$ cat src/rtl/baud_pkg.sv
// Shared types and default sizing for the fractional baud-rate generator.
package baud_pkg;

    typedef enum logic {
        IDLE = 1'b0,
        RUN  = 1'b1
    } state_e;

    localparam int DVSR_W_DEF = 21;
    localparam int FRAC_W_DEF = 4;
    localparam int OVS_DEF    = 16;

endpackage

$ cat src/rtl/baud_gen_frac.sv
// Fractional-N oversample tick generator: period dvsr_int+1 cycles plus a
// dvsr_frac/2^FRAC_W cycle stretch spread by a phase accumulator.
module baud_gen_frac
    import baud_pkg::*;
#(
    parameter int DVSR_W = DVSR_W_DEF,
    parameter int FRAC_W = FRAC_W_DEF,
    parameter int OVS    = OVS_DEF
) (
    input  logic              clk,
    input  logic              reset,
    input  logic              en,
    input  logic              restart,
    input  logic              load,
    input  logic [DVSR_W-1:0] dvsr_int,
    input  logic [FRAC_W-1:0] dvsr_frac,
    output logic              tick,
    output logic              mid_tick,
    output logic              bit_tick,
    output logic              active,
    output logic              pending
);

    localparam int OVS_W = $clog2(OVS);
    localparam logic [OVS_W-1:0] OVS_MID  = OVS_W'(OVS / 2 - 1);
    localparam logic [OVS_W-1:0] OVS_LAST = OVS_W'(OVS - 1);

    state_e            state_q, state_d;
    logic [DVSR_W:0]   cnt_q, cnt_d;
    logic [FRAC_W-1:0] acc_q, acc_d;
    logic              ext_q, ext_d;
    logic [OVS_W-1:0]  ovs_q, ovs_d;
    logic [DVSR_W-1:0] act_int_q, act_int_d;
    logic [FRAC_W-1:0] act_frac_q, act_frac_d;
    logic [DVSR_W-1:0] sh_int_q, sh_int_d;
    logic [FRAC_W-1:0] sh_frac_q, sh_frac_d;
    logic              pend_q, pend_d;
    logic              tick_q, tick_d;
    logic              mid_q, mid_d;
    logic              bit_q, bit_d;

    logic [DVSR_W:0]   limit;
    logic              boundary;
    logic [FRAC_W:0]   frac_sum;
    logic [DVSR_W-1:0] apply_int;
    logic [FRAC_W-1:0] apply_frac;

    assign limit      = {1'b0, act_int_q} + (DVSR_W + 1)'(ext_q);
    assign boundary   = (state_q == RUN) && (cnt_q == limit);
    assign frac_sum   = {1'b0, acc_q} + {1'b0, act_frac_q};
    // A same-cycle load beats whatever is parked in the shadow.
    assign apply_int  = load ? dvsr_int  : sh_int_q;
    assign apply_frac = load ? dvsr_frac : sh_frac_q;

    always_comb begin
        state_d    = state_q;
        cnt_d      = cnt_q;
        acc_d      = acc_q;
        ext_d      = ext_q;
        ovs_d      = ovs_q;
        act_int_d  = act_int_q;
        act_frac_d = act_frac_q;
        sh_int_d   = sh_int_q;
        sh_frac_d  = sh_frac_q;
        pend_d     = pend_q;
        tick_d     = 1'b0;
        mid_d      = 1'b0;
        bit_d      = 1'b0;

        if (load) begin
            sh_int_d  = dvsr_int;
            sh_frac_d = dvsr_frac;
        end

        unique case (state_q)
            IDLE: begin
                cnt_d  = '0;
                acc_d  = '0;
                ext_d  = 1'b0;
                ovs_d  = '0;
                pend_d = 1'b0;
                if (load) begin
                    act_int_d  = dvsr_int;
                    act_frac_d = dvsr_frac;
                end
                if (en) state_d = RUN;
            end
            RUN: begin
                if (!en || restart) begin
                    if (!en) state_d = IDLE;
                    cnt_d  = '0;
                    acc_d  = '0;
                    ext_d  = 1'b0;
                    ovs_d  = '0;
                    pend_d = 1'b0;
                    if (load || pend_q) begin
                        act_int_d  = apply_int;
                        act_frac_d = apply_frac;
                    end
                end else if (boundary) begin
                    cnt_d  = '0;
                    {ext_d, acc_d} = frac_sum;
                    ovs_d  = (ovs_q == OVS_LAST) ? '0 : ovs_q + 1'b1;
                    tick_d = 1'b1;
                    mid_d  = (ovs_q == OVS_MID);
                    bit_d  = (ovs_q == OVS_LAST);
                    pend_d = 1'b0;
                    if (load || pend_q) begin
                        act_int_d  = apply_int;
                        act_frac_d = apply_frac;
                    end
                end else begin
                    cnt_d = cnt_q + 1'b1;
                    if (load) pend_d = 1'b1;
                end
            end
            default: state_d = IDLE;
        endcase
    end

    always_ff @(posedge clk or posedge reset) begin
        if (reset) begin
            state_q    <= IDLE;
            cnt_q      <= '0;
            acc_q      <= '0;
            ext_q      <= 1'b0;
            ovs_q      <= '0;
            act_int_q  <= '0;
            act_frac_q <= '0;
            sh_int_q   <= '0;
            sh_frac_q  <= '0;
            pend_q     <= 1'b0;
            tick_q     <= 1'b0;
            mid_q      <= 1'b0;
            bit_q      <= 1'b0;
        end else begin
            state_q    <= state_d;
            cnt_q      <= cnt_d;
            acc_q      <= acc_d;
            ext_q      <= ext_d;
            ovs_q      <= ovs_d;
            act_int_q  <= act_int_d;
            act_frac_q <= act_frac_d;
            sh_int_q   <= sh_int_d;
            sh_frac_q  <= sh_frac_d;
            pend_q     <= pend_d;
            tick_q     <= tick_d;
            mid_q      <= mid_d;
            bit_q      <= bit_d;
        end
    end

    assign tick     = tick_q;
    assign mid_tick = mid_q;
    assign bit_tick = bit_q;
    assign active   = (state_q == RUN);
    assign pending  = pend_q;

endmodule

$ cat config.mk
export PLATFORM = sky130hd
export DESIGN_NAME = baud_gen_frac
export DESIGN_NICKNAME = d
export VERILOG_FILES = /design/src/rtl/baud_pkg.sv /design/src/rtl/baud_gen_frac.sv
export SDC_FILE = /design/constraint.sdc
export NUM_CORES = 1
export LEC_CHECK = 0
export BUFFER_PORTS_ARGS = -buffer_cell sky130_fd_sc_hd__buf_2
export CORE_ASPECT_RATIO = 0.75
export CORE_MARGIN = 1.5
export CORE_UTILIZATION = 60
export DETAILED_ROUTE_END_ITERATION = 7
export PLACE_DENSITY = 0.79
export SYNTH_ARGS = -nofsm -noshare
export SYNTH_HDL_FRONTEND = slang
export SYNTH_SLANG_ARGS = --single-unit
$ cat constraint.sdc
create_clock -name clk -period 7.1 [get_ports clk]
set_input_delay 1.42 -clock clk [delete_from_list [all_inputs] [get_ports clk]]
set_output_delay 1.42 -clock clk [all_outputs]
set_load 0.005 [all_outputs]
==> run_results.csv <==
group,metric,value,unit
yosys,synth-xor-area-share,0.0842,
detailed_routing,antenna_left,0,
yosys,synthAdderAreaFrac,0.0246,
detailed_routing,drt_iter0_markers,176,
floorplan,io_pins,35,
worst_hold_path,hold_depth,1,
clock_tree,numCtsBuffers,9,
floorplan,fp.dieH,81.2,um
clock_tree,clk_path_buf_depth,2,
flow_run,drv_cap,0,
place,hpwl,7.09,mm
clock_tree,cts_sinks,86,
yosys,ys_ff_latch,86,
worst_setup_path,worstSetupPathType,"flip-flop to flip-flop",
power,p_clk_frac,0.361,
sta,slew_viol_final,0,
place,pre_cts_ws,3.38,ns
worst_setup_path,crit_arrival,3.98,ns
cells_and_area,antenna_cells,0,
cells_and_area,num-nets-final,533,
cells_and_area,final_area,0.00535,sq mm
power,ir_drop,146,uV
yosys,synthMuxAreaShare,0.166,
sta,period_minus_slack,3.76,ns
power,internal_power,0.865,mW
clock_tree,cts.repair.resized,0,
power,total_power,1.20,mW
place,placed_cell_area,0.00509,sq mm
yosys,syn_nets,509,
floorplan,core,0.00788,sq mm
detailed_routing,post-route-drc-count,0,
yosys,synth-simple-area-share,0.150,
global_route,gr-total-overflow,0,
floorplan,dieArea,0.00870,sq mm
yosys,synthTopCellsByCount,"86 x dfrtp_1, 52 x mux2i_1, 43 x nor2_1, 32 x inv_1, 31 x xnor2_1",
worst_setup_path,cp-end-kind,"flip-flop",
yosys,ys_types,59,
clock_tree,hold_buffers,0,
sta,fmax,266,MHz
yosys,ys.flop_type,"dfrtp_1",
sta,tns,0,ns
yosys,yosys.cell_count.top_type,"dfrtp_1",
global_route,grt_max_degree,87,
power,power.switching,0.334,mW
sta,hold_ws,0.500,ns
sta,rsz0062_at_grt,"false",
floorplan,num_rows,28,
floorplan,die_w,107,um
detailed_routing,viasPerCell,5.90,
power,power_density,224,mW/mm^2
sta,worst_pin_slew,1.06,ns
global_route,antenna_found_initial,0,
sta,period_share,0.530,
place,io_buffers,34,
global_route,grt_pass1_vias,3537,
run_status,status,"complete, no violations",
yosys,synth_edf_count,0,
sta,skew,0.0163,ns
yosys,synthesis.area,0.00489,sq mm
power,combinationalPowerShare,0.157,
yosys,netlist_instances,470,
yosys,yosysTopAreaCellShare,0.440,
yosys,yosysWarnings,0,
detailed_routing,routed-via-count,3566,
clock_tree,cts_setup_buffers,0,
place,globalplace.congestion,0.924,
yosys,synth_top_family_by_area,"multiplexers",
worst_setup_path,rr_worst_depth,10,
clock_tree,cts_tree,"built",
global_route,track_usage,0.256,
yosys,synthTopCellsByArea,"dfrtp_1 44%, mux2i_1 11%, mux2_2 5.8%",
detailed_routing,wl_per_cell,16.8,um
cells_and_area,drive_gt1_frac,0.184,
clock_tree,clkTransAtPathRegs,0.09,ns
global_route,grt_pass1_wl,17.2,mm
sta,setup_violations,0,
detailed_routing,wl,10.1,mm
power,p_sw_frac,0.279,
power,pwr-share-seq,0.481,
clock_tree,cts-root-buf,"clkbuf_8",
sta,finalHoldViolCount,0,
cells_and_area,area_delta_synth_final,9.47,%
worst_hold_path,hold_class,"flip-flop to flip-flop",
worst_setup_path,critPathMaxFanout,22,
clock_tree,clkLatencyLatePin,0.38,ns
yosys,async_flop_share,1.00,
yosys,yosysSeqAreaShare,0.440,
floorplan,start_util,0.620,
worst_setup_path,start_kind,"flip-flop",
yosys,synth_compound_area_frac,0.0850,
yosys,syn_area_per_cell,10.4,sq um
power,leakage,2.45,nW
clock_tree,htreeDepth,3,
worst_setup_path,required,7.32,ns
sta,worst_slack,3.34,ns
sta,max_slew_margin,0.293,
yosys,yosysTopAreaCell,"dfrtp_1",
detailed_routing,drtPass1Iterations,5,
-- state kept, by name (all words and copies together) (netlist names) --
| name | count |
|---|---|
| acc_q | 4 |
| act_frac_q | 4 |
| act_int_q | 21 |
| active | 1 |
| bit_tick | 1 |
| cnt_q | 22 |
| ext_q | 1 |
| mid_tick | 1 |
| ovs_q | 4 |
| pending | 1 |
| sh_frac_q | 4 |
| sh_int_q | 21 |
| tick | 1 |
-- per-layer routing --
layer,routed length (um),global-route usage,vias to the layer above,share of wire
li1,-,-,1707,-
met1,4910,0.367,1756,0.48
met2,4530,0.388,85,0.45
met3,489,0.0530,18,0.048
met4,218,0.0907,0,0.021
met5,0,0,-,0
-- path summary, 6_finish.rpt --
check | from | endpoint | slack [ns]
max | ext_q$_DFFE_PP0P_ | cnt_q[3]$_DFF_PP0_ | 3.34
max in group asynchronous | reset | cnt_q[12]$_DFF_PP0_ | 5.05
max reg2reg | ext_q$_DFFE_PP0P_ | cnt_q[3]$_DFF_PP0_ | 3.34
min | ovs_q[3]$_DFFE_PP0P_ | mid_tick$_DFF_PP0_ | 0.50
min in group asynchronous | reset | sh_int_q[3]$_DFF_PP0_ | 1.35
min reg2reg | ovs_q[3]$_DFFE_PP0P_ | mid_tick$_DFF_PP0_ | 0.50
-- per-stage QoR --
stage	std cells	utilization
after global placement	588	0.646
after floorplan	470	-
after detailed placement	588	0.646
after CTS	604	0.679
final	604	0.679
after global routing	604	0.679
-- kinds of logic after synthesis --
| kind of cell | count (synthesis) |
|---|---|
| AO/OA/AOI/OAI | 61 |
| XOR/XNOR | 47 |
| adder cells (fa/ha/maj) | 9 |
| buffers and inverters | 56 |
| flip-flops | 86 |
| multiplexers | 78 |
| AND/OR/NAND/NOR | 133 |
-- power groups by stage --
| stage | Sequential [mW] | Combinational (mW) | Clock, mW |
|---|---|---|---|
| after floorplan | 0.565 | 0.158 | 0 |
| after global placement | 0.584 | 0.180 | 0 |
| after detailed placement | 0.586 | 0.187 | 0 |
| after CTS | 0.577 | 0.189 | 0.439 |
| after global routing | 0.585 | 0.210 | 0.457 |
| final | 0.577 | 0.189 | 0.433 |
-- worst max-delay path: stages (launching register included) --
cell and delay [ns]:
dfrtp_1 0.37, ha_1 0.22, ha_1 0.28, and4_1 0.43
and4_1 0.27, o211ai_1 0.08, nor4_1 0.24, o2111a_1 0.26
nand4_1 0.39, o21ai_2 0.92, nor2_1 0.13
-- placed cells by master, fill, tap and decap left out, drive strengths merged, types with 8 or more instances in the layout --
cell type,n
a21oi,21
buf,37
o21ai,9
ha,8
clkbuf,11
dfrtp,86
mux2,26
nand3,20
mux2i,52
nand4,12
xnor2,31
inv,32
nor2,43
nand2,16
xor2,16
-- area by class of cell --
| class | instances | area, sq um |
|---|---|---|
| fillers | 638 | 2530 |
| multi-input cells | 328 | 2500 |
| flip-flops and latches | 86 | 2150 |
| repair buffers | 37 | 193 |
| clock buffers | 11 | 151 |
| well taps | 105 | 131 |
| inverters | 32 | 121 |
| clock inverters | 5 | 104 |
Note: power is estimated with default switching activity, not from simulation.
